<file path="config.mk">
export PLATFORM = sky130hd
export DESIGN_NAME = branch_resolve_queue
export DESIGN_NICKNAME = d
export VERILOG_FILES = /design/src/rtl/branch_resolve_queue.sv
export SDC_FILE = /design/constraint.sdc
export NUM_CORES = 1
export LEC_CHECK = 0
export CAP_MARGIN = 20
export CORE_UTILIZATION = 35
export DETAILED_ROUTE_END_ITERATION = 10
export GPL_ROUTABILITY_DRIVEN = 0
export HOLD_SLACK_MARGIN = 0.12
export PLACE_DENSITY = 0.61
export SYNTH_ARGS = -nofsm -noshare
export SYNTH_HDL_FRONTEND = slang
export SYNTH_SLANG_ARGS = --single-unit
</file>
<file path="constraint.sdc">
create_clock -name clk -period 4.6 [get_ports clk]
set_input_delay 0.46 -clock clk [delete_from_list [all_inputs] [get_ports clk]]
set_output_delay 0.46 -clock clk [all_outputs]
set_load 0.01 [all_outputs]
</file>
<file path="src/rtl/branch_resolve_queue.sv">
// Branch/jump resolution queue: resolves at issue, links the successor PC,
// and drains results in order to the predictor and fetch.
module branch_resolve_queue #(
   parameter int XLEN  = 32,
   parameter int ID_W  = 3,
   parameter int DEPTH = 4,
   parameter int C_EXT = 0
) (
   input  logic            clk,
   input  logic            rst,
   input  logic            req_valid,
   output logic            req_ready,
   input  logic [ID_W-1:0] req_id,
   input  logic [XLEN-1:0] req_pc,
   input  logic [XLEN-1:0] req_rs1,
   input  logic [XLEN-1:0] req_rs2,
   input  logic [2:0]      req_fn3,
   input  logic            req_jal,
   input  logic            req_jalr,
   input  logic [20:0]     req_offset,
   input  logic [XLEN-1:0] req_fallthrough,
   input  logic            req_is_call,
   input  logic            req_is_return,
   input  logic            next_valid,
   input  logic [XLEN-1:0] next_pc,
   input  logic            flush_in,
   output logic            res_valid,
   input  logic            res_ready,
   output logic [ID_W-1:0] res_id,
   output logic [XLEN-1:0] res_pc,
   output logic [XLEN-1:0] res_target,
   output logic            res_taken,
   output logic            res_is_branch,
   output logic            res_is_call,
   output logic            res_is_return,
   output logic            branch_flush,
   output logic            exc_valid,
   output logic [XLEN-1:0] exc_tval
);

   localparam int PW = $clog2(DEPTH);

   typedef enum logic [1:0] {EMPTY, WAIT, LINKED} st_t;

   st_t             st_q   [DEPTH];
   logic [ID_W-1:0] id_q   [DEPTH];
   logic [XLEN-1:0] pc_q   [DEPTH];
   logic [XLEN-1:0] tgt_q  [DEPTH];
   logic [XLEN-1:1] npc_q  [DEPTH];
   logic            tkn_q  [DEPTH];
   logic            br_q   [DEPTH];
   logic            call_q [DEPTH];
   logic            ret_q  [DEPTH];
   logic            mis_q  [DEPTH];

   logic [PW-1:0] head, tail, last;
   logic [PW:0]   count;

   logic [XLEN:0]   op_a, op_b;
   logic            lt, eq, cond, taken, mis;
   logic [XLEN-1:0] base, tt, target;

   logic has_wait, drain, mispred, kill, accept, link;
   logic unused_ok;

   always_comb begin
      op_a   = {~req_fn3[1] & req_rs1[XLEN-1], req_rs1};
      op_b   = {~req_fn3[1] & req_rs2[XLEN-1], req_rs2};
      lt     = $signed(op_a) < $signed(op_b);
      eq     = op_a == op_b;
      cond   = (req_fn3[2] ? lt : eq) ^ req_fn3[0];
      taken  = cond | req_jal | req_jalr;
      base   = req_jalr ? req_rs1 : req_pc;
      tt     = base + {{(XLEN-21){req_offset[20]}}, req_offset};
      if (req_jalr) tt[0] = 1'b0;
      target = taken ? tt : req_fallthrough;
      mis    = taken & target[1] & (C_EXT == 0);
   end

   assign last      = tail - PW'(1);
   assign has_wait  = (count != '0) && (st_q[last] == WAIT);
   assign req_ready = count < (PW+1)'(DEPTH);

   assign res_valid     = st_q[head] == LINKED;
   assign res_id        = id_q[head];
   assign res_pc        = pc_q[head];
   assign res_target    = tgt_q[head];
   assign res_taken     = tkn_q[head];
   assign res_is_branch = br_q[head];
   assign res_is_call   = call_q[head];
   assign res_is_return = ret_q[head];
   assign exc_tval      = tgt_q[head];

   assign drain        = res_valid & res_ready;
   assign mispred      = npc_q[head] != tgt_q[head][XLEN-1:1];
   assign exc_valid    = drain & mis_q[head];
   assign branch_flush = drain & ~mis_q[head] & mispred;

   // Any redirect squashes the wrong-path traffic of this cycle too
   assign kill   = flush_in | branch_flush | exc_valid;
   assign accept = req_valid & req_ready & ~kill;
   assign link   = next_valid & has_wait & ~kill;

   assign unused_ok = next_pc[0];

   always_ff @(posedge clk or negedge rst) begin
      if (!rst) begin
         head  <= '0;
         tail  <= '0;
         count <= '0;
         for (int i = 0; i < DEPTH; i++) begin
            st_q[i]   <= EMPTY;
            id_q[i]   <= '0;
            pc_q[i]   <= '0;
            tgt_q[i]  <= '0;
            npc_q[i]  <= '0;
            tkn_q[i]  <= 1'b0;
            br_q[i]   <= 1'b0;
            call_q[i] <= 1'b0;
            ret_q[i]  <= 1'b0;
            mis_q[i]  <= 1'b0;
         end
      end else if (kill) begin
         head  <= '0;
         tail  <= '0;
         count <= '0;
         for (int i = 0; i < DEPTH; i++) st_q[i] <= EMPTY;
      end else begin
         if (drain) begin
            st_q[head] <= EMPTY;
            head       <= head + PW'(1);
         end
         if (link) begin
            st_q[last]  <= LINKED;
            npc_q[last] <= next_pc[XLEN-1:1];
         end
         if (accept) begin
            st_q[tail]   <= WAIT;
            id_q[tail]   <= req_id;
            pc_q[tail]   <= req_pc;
            tgt_q[tail]  <= target;
            tkn_q[tail]  <= taken;
            br_q[tail]   <= ~(req_jal | req_jalr);
            call_q[tail] <= req_is_call;
            ret_q[tail]  <= req_is_return;
            mis_q[tail]  <= mis;
            tail         <= tail + PW'(1);
         end
         count <= count + (PW+1)'(accept) - (PW+1)'(drain);
      end
   end

endmodule
</file>
; ---- Word-level counts from Yosys, hierarchy flattened
; Cells that the tools add are included.
[totals]
reg_bits = 427
latch_bits = 0
ram_bits = 0
mem_bits_ro = 0
input_bits = 197
out_inout_bits = 107
elab_cells = 173
mem_count = 0
[op_classes]
add_sub_neg = 6
multipliers = 0
div = 0
magnitude_cmp = 8
eq_ne = 4
shifts = 0
n_mux = 71
bitwise_logic = 32
n_reduce_logical = 9
[ops]
columns = op, n
row1 = 128-bit bitwise mux, 2
row2 = 32-bit two-way mux, 7
row3 = 32-bit binary-select mux with 2-bit select, 2
row4 = 124-bit bitwise mux, 1
row5 = 31-bit two-way mux, 3
row6 = 32-bit demux with 2-bit select, 1
row7 = 31-bit binary-select mux with 2-bit select, 1
row8 = 31-bit demux with 2-bit select, 1
row9 = 8-bit two-way mux, 6
row10 = 33-bit equality test, 1
row11 = 33-bit less-than comparator, 1
row12 = 32-bit adder, 1
row13 = 31-bit != test, 1
row14 = 2-bit two-way mux, 11
row15 = 4-bit bitwise mux, 5
row16 = 1-bit two-way mux, 13
row17 = 12-bit bitwise mux, 1
row18 = 2-bit demux with 2-bit select, 3
row19 = 3-bit two-way mux, 4
row20 = 1-bit bitwise AND, 11
row21 = 1-bit binary-select mux with 2-bit select, 5
row22 = "3-bit >= comparator, second input constant", 3
row23 = "3-bit by 1-bit less-than comparator with 1-bit output, second input constant", 3
row24 = 2-bit inverter with 3-bit output, 3
row25 = 23 further kinds, 40

; ---- Longest topological paths before layout
; Gate-level depths: netlist of the first run.
[logic_depth]
word_depth = 17
mapped_depth = 21
mapped_depth_nobuf = 15

; ---- Worst setup path before layout of the first run
; No wires, ideal clock.
[synth_timing]
path_type = register -> register
startpoint = reg head[0]
endpoint = reg count[2]
setup_time_ps = 101
arrival_ps = 4014
path_slack_ps = 485
path_stages_with_launch = 20
period_less_slack_ps = 4115
path_cell_list = dfrtp_1 buf_4 buf_2 mux4_2 xnor2_1 nand4_1 nor4_1 a21boi_1 nor3_2 buf_2 buf_1 nand2_1 ha_1 inv_1 ha_1 inv_1 fa_1 xnor2_1 xnor2_1 nor4_1
[synth_via]
elab_chain_len = 15
[synth_rtl]
columns = item, line_no
row1 = start: declaration, 56  ; logic [PW-1:0] head, tail, last;
row2 = start signal: assignment, 131  ; head <= head + PW'(1);
row3 = 2-bit inverter with 3-bit output (implied by the code) *, --
row4 = 2-bit binary-select mux with 2-bit select, 84  ; assign res_valid = st_q[head] == LINKED;
row5 = 2-bit two-way mux (implied by the code) (2 in series), 84
row6 = 2-bit equality test, 84
row7 = 1-bit bitwise AND, 94  ; assign drain = res_valid & res_ready;
row8 = 1-bit bitwise AND (2 in series), 97  ; assign branch_flush = drain & ~mis_q[head] & mispred;
row9 = 1-bit OR (2 in series), 100  ; assign kill = flush_in | branch_flush | exc_valid;
row10 = 1-bit inverter (no source line), --
row11 = 1-bit bitwise AND, 101  ; assign accept = req_valid & req_ready & ~kill;
row12 = 3-bit by 1-bit adder with 3-bit output, 149  ; count <= count + (PW+1)'(accept) - (PW+1)'(drain);
row13 = 3-bit by 1-bit subtractor with 3-bit output, 149
row14 = 3-bit two-way mux *, 123  ; end else if (kill) begin
row15 = end signal: assignment, 149
row16 = end: declaration, 57  ; logic [PW:0] count;
; Every way passes the cells marked *; elsewhere a longest branch is shown, timed or not. The select of a mux whose other input is x is not followed.
; A chain may end at the register's enable or synchronous reset.

; ---- Worst setup path in the final report of the first run
[layout_timing]
startpoint = reg head[0]
endpoint = out branch_flush
[layout_via]
elab_chain_len = 8
[layout_rtl]
columns = item, line_no
row1 = 2-bit inverter with 3-bit output (implied by the code) *, "84, 95, 97"
row2 = 2-bit binary-select mux with 2-bit select, 84
row3 = 2-bit two-way mux (implied by the code) (2 in series), 84
row4 = 2-bit equality test, 84
row5 = 1-bit bitwise AND, 94
row6 = 1-bit bitwise AND, 97
row7 = 1-bit bitwise AND *, 97
row8 = end: declaration, 36  ; output logic branch_flush,
; Marked as above.

==> out/results.ini, run 1 <==
[grt]
grt_pass1_wl_um = 107000
grt_max_degree = 118
grt_pass1_vias = 17500
gr-usage-all-layers_pct = 21.0
grt.overflow.total = 0
antenna_found_initial = 10

[synthesis]
synthTopCellsByArea = dfrtp_1 (47%), mux4_2 (10%), nand2_1 (8.5%), mux2_4 (6.1%), mux2_2 (5.3%)
synth.cell_area_sq_um = 22900
avgSynthCellArea_sq_um = 11.1
synth_mux_area_share_pct = 22.6
netlist.top_cell.by_area = dfrtp_1
synth-async-reset-ratio_pct = 100
synth_edf_count = 0
ys_ff_latch = 427
yosysSeqAreaShare_pct = 46.6
synth_nets = 2337
synth-simple-area-share_pct = 13.5
yosysUniqueCellTypes = 64
synth_adder_area_share_pct = 4.37
synth_common_cells = nand2_1 (522), dfrtp_1 (427), nor2_1 (131)
yosysTopAreaCellShare_pct = 46.6
synth-compound-area-share_pct = 6.21
synth.most_common_cell = nand2_1
synth_top_family_by_area = multiplexers
ys.flop_type = dfrtp_1
synth_xor_area_share_pct = 1.91
yosys_warnings = 0
synth_cells = 2061

[floorplanning]
fp.dieArea_sq_um = 66600
pin_count = 304
core_area_sq_um = 64600
die-height_um = 258
rows = 93
start_util_pct = 35.5
die_x_um = 258

[timing]
grt_setup_unrepaired = false
slew_violations = 0
period_minus_slack_ns = 4.35
fin_skew_ns = 0.0292
finalHoldViolCount = 0
tightest_slew_ns = 0.927
period_share_pct = 94.5
fmax_mhz = 230
setup_tns_ns = 0
finalSetupViolCount = 0
slew_headroom_pct = 38.2

[clocking]
tritoncts = built
numCtsBuffers = 46
ctsLongestPathBuffers = 3
htreeDepth = 2
path_clk_slew_ns = 0.06
clk_latency_ns = 0.60
clock-sinks = 427
cts-root-buf = clkbuf_16

[drt]
ant_nets = 0
vias = 16900
drtPass1Iterations = 5
wire_per_inst_um = 21.6
drc_errors = 0
drt-initial-drc-count = 1194
totalWireLength_um = 69500
via_per_inst = 5.24

[power_and_ir_drop]
p_per_area_nw_per_um2 = 473
leakage_nw = 13.2
p_comb_share_pct = 30.7
seqPwrFrac_pct = 40.9
internal_power_mw = 9.27
swShare_pct = 30.9
switching_power_mw = 4.15
peakVddDrop_uv = 218
clockPowerShare_pct = 28.4

[setup_path]
end_kind = primary output
r2r_start = head[0]
rr_endpoint = npc_q[23]
ff2ff_path_depth = 10
required_ns = 4.14
r2r_slack_ns = 0.26
path_max_fanout = 24
cp.arrival_ns = 3.89
endpoint = branch_flush
critPathKind = flip-flop to primary output
startpoint = head[0]
start_kind = flip-flop

[placement]
port_buffers = 302
place_area_sq_um = 26800
dp_hpwl_um = 48200

[finish]
syn_to_final_growth_pct = 23.8
final_area_sq_um = 28400
n_fill_cell = 5955
multi_input_area_sq_um = 11200
drive_gt1_share_pct = 19.0
seqCellArea_sq_um = 10700
final_nets = 2601
final_util_pct = 44.0

[worst_hold_path]
hp-class = flip-flop to flip-flop

[run]
cap_violations = 0

[status]
outcome = completed

## logic make-up (layout without fill, tap and decap cells)
group	after synthesis	in the layout
compound gates	224	224
flops	427	427
xor+xnor	50	50
fa+ha+maj	79	79
other cells	0	10
mux	328	328
buf+inv	195	494
simple gates	758	758
## layout make-up
cell class              instances  share of cell area (%)
multi-input cells            1439                    39.5
well taps                     855                    3.77
repair buffers                357                    12.8
diodes                         10                  0.0881
clock inverters                13                   0.736
flip-flops and latches        427                    37.7
clock buffers                  70                    4.72
inverters                      54                   0.714
## stage by stage
stage | instances | worst slack, ns | total power, mW | hold WS (ns)
6_report | 3225 | 0.252 | 13.4 | 0.471
4_1_cts | 3215 | 0.142 | 13.6 | 0.469
5_1_grt | 3225 | 0.0394 | 14.2 | 0.491
3_5_place_dp | 3131 | 0.0140 | 9.69 | 0.459
3_3_place_gp | 3131 | 0.0783 | 9.51 | 0.452
2_1_floorplan | 2061 | 0.485 | 7.85 | 0.164
## per-layer routing
layer | up-vias | track usage, % | routed length (um)
li1 | 7677 | - | -
met1 | 8664 | 28.0 | 29500
met2 | 461 | 35.1 | 34800
met3 | 100 | 2.96 | 3330
met4 | 0 | 7.18 | 1940
met5 | - | 0 | 0
## repair_timing
action	4_1_cts	5_1_grt
hold endpoints to repair	107	0
gates resized for setup	0	1
setup endpoints to repair	0	25
setup buffers	0	0
hold buffers	1	0
## power groups by stage
stage	clock (mW)	combinational [mW]	sequential, mW
2_1_floorplan	0	2.51	5.34
3_3_place_gp	0	4.07	5.44
3_5_place_dp	0	4.16	5.54
4_1_cts	3.89	4.19	5.48
5_1_grt	4.06	4.50	5.62
6_report	3.82	4.12	5.49
## worst min-delay path by stage
stage	start	end	slack (ns)	cells past startpoint
floorplan	rst	br_q[0]	0.16	0
detailed placement	pc_q[42]	pc_q[42]	0.46	2
global placement	pc_q[54]	pc_q[54]	0.45	2
CTS	req_is_call	call_q[2]	0.47	3
finish	pc_q[25]	pc_q[25]	0.47	2
global route	pc_q[33]	pc_q[33]	0.49	2
## worst max-delay path, stage by stage (launching register included)
cell             delay [ns]
dfrtp_4                0.56
buf_12                 0.26
mux4_2                 0.63
xnor2_1                0.30
nand4_1                0.21
nor4_2                 0.29
a21boi_1               0.18
buf_4                  0.19
nor2b_1                0.12
clkdlybuf4s50_1        0.50
## sequential cells by signal, indices dropped and copies added, names as in the netlist
signal,cells
tail,2
npc_q,124
head,2
tkn_q,4
id_q,12
br_q,4
call_q,4
ret_q,4
st_q,8
pc_q,128
count,3
mis_q,4
tgt_q,128
## cells in the final DEF (no fill, tap or decap), types with 7 or more instances in the layout
cell	count
buf_12	16
o21ai_0	37
a21o_1	14
nor2_1	131
clkbuf_16	46
mux4_2	103
mux2_1	19
and3_1	7
nor3_1	15
nor4_1	7
nand3_1	16
nand2_1	522
clkbuf_1	14
buf_4	38
clkbuf_8	10
clkdlybuf4s50_1	300
nand4_1	15
mux2_2	107
o2111ai_1	7
dfrtp_1	425
ha_1	77
xnor2_1	48
o21a_1	13
inv_1	54
o31ai_1	9
a21oi_1	90
diode_2	10
mux2_4	93
Power figures use the tool's default switching activity.
==> inputs of run 2 (changes only) <==
--- a/config.mk
+++ b/config.mk
@@ -9,2 +9,3 @@
 export CORE_UTILIZATION = 35
+export CTS_CLUSTER_SIZE = 20
 export DETAILED_ROUTE_END_ITERATION = 10
==> constraint.sdc (replaced) <==
create_clock -name clk -period 4.6 [get_ports clk]
set_input_delay 1.15 -clock clk [delete_from_list [all_inputs] [get_ports clk]]
set_output_delay 1.15 -clock clk [all_outputs]
set_load 0.01 [all_outputs]
==> run 2 against run 1 <==
- critical endpoint is now tgt_q[56]
- largest power group unchanged
- clock power about the same
- cell count is 4.2% higher
- via count rose by 2.8%
- sequential share of layout area is 1.7 points lower
- total power up 2.0%
- hold slack gained 0.00071 ns
- critical path type is now input pin to flip-flop
- sequential power hardly changed
- highest routed layer unchanged
==> out/results.ini, run 2 (synthesized netlist as in run 1, its figures left out) <==
[status]
outcome = completed

[finish]
reg_top3 = pc_q (128), tgt_q (128), npc_q (124)
fin_cells = 3360
final_common_cell = nand2_1
layout_common_cells = nand2_1 (522), dfrtp_1 (425), clkdlybuf4s50_1 (299)
drive_gt1_share_pct = 24.0
final_util_pct = 46.0
syn_to_final_growth_pct = 29.6
final_nets = 2730
final_area_sq_um = 29700

[clocking]
path_clk_slew_ns = 0.06
ctsLongestPathBuffers = 3
numCtsBuffers = 47
htreeDepth = 2
clk_latency_ns = 0.60
tritoncts = built
clock-sinks = 427
cts-root-buf = clkbuf_16

[setup_path]
r2r_start = head[0]
r2r_slack_ns = 0.45
start_kind = input pin
end_kind = flip-flop
cp.arrival_ns = 4.88
path_max_fanout = 4
critPathKind = input pin to flip-flop
rr_endpoint = count[2]
required_ns = 5.07
ff2ff_path_depth = 19

[grt]
gr-usage-all-layers_pct = 21.2
grt.overflow.total = 0
grt_pass1_vias = 18000
grt_max_degree = 125
antenna_found_initial = 15
grt_pass1_wl_um = 108000

[placement]
dp_cells = 3244
place_area_sq_um = 27800
post-place-ws_ns = -0.351
port_buffers = 302
dp_hpwl_um = 50000

[drt]
ant_nets = 0
via_per_inst = 5.17
drt-initial-drc-count = 1401
drtPass1Iterations = 6
drc_errors = 0
wire_per_inst_um = 21.1
totalWireLength_um = 70800
vias = 17400

[timing]
period_minus_slack_ns = 4.41
setup_slack_ns = 0.192
hold_ws_ns = 0.471
slew_violations = 0
grt_setup_unrepaired = false
finalHoldViolCount = 0
setup_tns_ns = 0
fin_skew_ns = 0.0222
fmax_mhz = 227
slew_headroom_pct = 33.7
finalSetupViolCount = 0
tightest_slew_ns = 0.994
period_share_pct = 95.8

[worst_hold_path]
hp-start = pc_q[63]
hp-class = flip-flop to flip-flop
hold_end = pc_q[63]
hold_path_depth = 2

[floorplanning]
rows = 93
fp.dieArea_sq_um = 66600
die_x_um = 258
pin_count = 304
die-height_um = 258
core_area_sq_um = 64600
start_util_pct = 35.5

[run]
cap_violations = 0

[power_and_ir_drop]
internal_power_mw = 9.46
peakVddDrop_uv = 278
leakage_nw = 14.0
switching_power_mw = 4.23
clockPowerShare_pct = 27.9
seqPwrFrac_pct = 40.2
power_mw = 13.7
p_comb_share_pct = 31.9
p_per_area_nw_per_um2 = 461
swShare_pct = 30.9

## run 2: changes by cell type in the layout (fill, tap and decap cells not counted), moves of 3 or more
cell | previous run | this run
xnor2_2 | 0 | 8
xnor2_1 | 48 | 40
buf_12 | 16 | 32
clkbuf_16 | 46 | 51
clkinvlp_4 | 0 | 3
buf_6 | 0 | 5
diode_2 | 10 | 14
buf_4 | 38 | 143
## run 2: worst max path at each step
stage	to	depth (start not counted)	start	slack [ns]
final	tgt_q[56]	16	req_rs1[0]	0.19
after global routing	tgt_q[120]	16	req_rs1[0]	0.03
after CTS	branch_flush	11	head[0]	0.02
after detailed placement	tgt_q[57]	15	req_rs1[1]	-0.35
after global placement	tgt_q[56]	16	req_rs1[0]	-0.33
after floorplan	tgt_q[123]	14	req_jalr	0.04
## run 2: power groups by stage
stage | clock network, mW | logic (mW) | registers, mW
floorplan | 0 | 2.51 | 5.34
global placement | 0 | 4.21 | 5.44
detailed placement | 0 | 4.30 | 5.55
CTS | 3.89 | 4.39 | 5.48
global route | 4.04 | 4.75 | 5.62
finish | 3.82 | 4.37 | 5.50
## run 2: worst max-delay path, cell delays in order
cell and delay [ns]:
clkdlybuf4s50_1 0.51, mux2_2 0.16, ha_1 0.20, inv_1 0.07, fa_1 0.38, nand2b_1 0.17
a21oi_1 0.24, o21ai_0 0.12, buf_4 0.17, o41ai_1 0.47, buf_4 0.21, nor2_1 0.05
o2111ai_1 0.33, a21boi_0 0.37, buf_4 0.20, a21oi_1 0.06
## run 2: routing by layer
metal	GRT usage, %	vias to the layer above	routed length (um)
li1	-	7928	-
met1	27.7	8768	29600
met2	34.8	539	34400
met3	3.46	145	4090
met4	9.11	0	2750
met5	0	-	0
## run 2: timing repair
action / in CTS / in global routing
hold buffers: 0 / 0
pin swaps: 2 / 5
buffers inserted: 7 / 7
resized for setup: 14 / 15
endpoints found under the setup margin: 2 / 6
cloned: 0 / 2
## run 2: cell type report
| type | count | area [sq um] |
|---|---|---|
| diodes | 14 | 35.0 |
| repair buffers | 485 | 4850 |
| clock inverters | 14 | 143 |
| multi-input cells | 1439 | 11300 |
| flip-flops and latches | 427 | 10700 |
| fillers | 5813 | 34900 |
| well taps | 855 | 1070 |
| clock buffers | 72 | 1420 |
| inverters | 54 | 203 |
==> inputs of run 3 (changes only) <==
- clock period: 4.6 -> 5.5 ns (I/O delays scaled with it)
==> run 3 against run 2 <==
- combinational power decreased by 21%
- first-iteration DRC count decreased by 13%
- clock skew increased by 0.0022 ns
- die area unchanged
- non-clock buffer count decreased by 116
- routed wire length decreased by 1.1%
- hold slack got worse by 0.0037 ns
- critical path type is now flip-flop to primary output
- critical endpoint is now branch_flush
- largest cell class unchanged
- highest routed layer unchanged
==> out/results.ini, run 3 (synthesized netlist as in run 1, its figures left out) <==
[status]
outcome = completed

[setup_path]
rr_endpoint = npc_q[23]
required_ns = 4.12
start_kind = flip-flop
slowest_stage = dfrtp_4
crit_path_max_incr_delay_ns = 0.82
crit_chain = buf_4 > mux4_2 > xnor2_1 > nand4_1 > nor4_1 > a21boi_2 > nor2b_1 > clkdlybuf4s50_1
end_kind = primary output
cp.arrival_ns = 3.82
crit_family = buffers and inverters
r2r_start = head[1]
path_max_fanout = 32
ff2ff_path_depth = 10
critPathKind = flip-flop to primary output
r2r_slack_ns = 1.02
critPathBufInv = 2

[grt]
grt_pass1_vias = 17800
grt_pass1_wl_um = 107000
gr-usage-all-layers_pct = 20.9
grt.overflow.total = 0
grt_max_degree = 116
antenna_found_initial = 14

[drt]
vias = 17000
drt-initial-drc-count = 1218
totalWireLength_um = 70000
via_per_inst = 5.25
drc_errors = 0
ant_nets = 0
drtPass1Iterations = 6
wire_per_inst_um = 21.6

[timing]
tightest_slew_ns = 0.800
finalSetupViolCount = 0
period_minus_slack_ns = 5.20
finalHoldViolCount = 0
slew_violations = 0
setup_tns_ns = 0
hold_ws_ns = 0.468
period_share_pct = 94.5
fmax_mhz = 192
slew_headroom_pct = 46.7
fin_skew_ns = 0.0244
grt_setup_unrepaired = false

[clocking]
tritoncts = built
numCtsBuffers = 47
cts-root-buf = clkbuf_16
clock-sinks = 427
clk_latency_ns = 0.59
ctsLongestPathBuffers = 3
cts_hold_buf = 0
path_clk_slew_ns = 0.06
htreeDepth = 2

[placement]
dp_hpwl_um = 48600
port_buffers = 302

[power_and_ir_drop]
peakVddDrop_uv = 201
p_per_area_nw_per_um2 = 393
leakage_nw = 13.3

[floorplanning]
start_util_pct = 35.5
fp.dieArea_sq_um = 66600
rows = 93
die_x_um = 258
die-height_um = 258
pin_count = 304
core_area_sq_um = 64600

[finish]
drive_gt1_share_pct = 19.7
final_nets = 2614
syn_to_final_growth_pct = 23.9
final_common_cell = nand2_1
layout_common_cells = nand2_1 (522), dfrtp_1 (425), clkdlybuf4s50_1 (300)
reg_top3 = pc_q (128), tgt_q (128), npc_q (124)

[run]
cap_violations = 0

[worst_hold_path]
hold_end = pc_q[1]
hp-class = flip-flop to flip-flop
hold_path_depth = 2
hp-start = pc_q[1]

-- run 3: cell types whose count changed in the layout (fill, tap and decap cells not counted), moves of 2 or more --
cell	before	now
clkinvlp_4	3	0
a21oi_2	2	0
clkbuf_16	51	47
a21oi_1	88	90
clkbuf_1	12	8
buf_6	5	0
xnor2_2	8	1
xnor2_1	40	47
clkbuf_8	11	13
buf_4	143	55
buf_12	32	12
-- run 3: worst min-delay path, delay by kind of cell (launching register included) --
kind	cells	cell delay [ns]
and+or+nand+nor	2	0.10
DFF	1	0.34
-- run 3: what timing repair did --
item / in CTS / in global routing
setup buffers: 1 / 4
resized for setup: 1 / 2
setup endpoints to repair: 1 / 1
-- run 3: final cells by class --
class | count | area (sq um)
fill | 5905 | 36200
clock inverter | 13 | 128
inverter | 54 | 203
tap | 855 | 1070
clock buffer | 68 | 1390
timing repair buffer | 369 | 3680
sequential | 427 | 10700
multi-input combinational | 1439 | 11200
antenna | 13 | 32.5
-- run 3: report_power, final --
part           switching, mW  internal [mW]
clock                   1.31           1.80
combinational           1.67           1.79
sequential             0.496           4.10
total                   3.48           7.68
-- run 3: how the worst max path moves through the flow --
stage	start	endpoint	slack, ns	cells after the start
after global routing	head[1]	branch_flush	0.08	8
after global placement	req_rs2[24]	tgt_q[27]	0.08	13
final	head[1]	branch_flush	0.30	8
after CTS	head[0]	branch_flush	0.08	9
after floorplan	req_jalr	tgt_q[123]	0.71	14
after detailed placement	req_rs2[24]	tgt_q[91]	0.1	13
-- run 3: stage by stage --
step	cell area, sq um	cells	worst slack (ns)	utilization (%)	power [mW]
floorplan	22900	2061	0.711	-	6.57
CTS	28300	3221	0.0822	43.9	11.3
detailed placement	26800	3139	0.0968	41.5	8.11
global route	28400	3238	0.0847	44.0	11.8
global placement	26800	3139	0.0760	41.5	7.95
finish	28400	3238	0.303	44.0	11.2
-- run 3: per-layer routing --
metal  share of wire [%]  wire [um]  track usage (%)
met1                  42      29500             27.5
met2                  50      34900             35.3
met3                 5.0       3500             2.59
met4                 3.0       2130             8.09
met5                   0          0                0
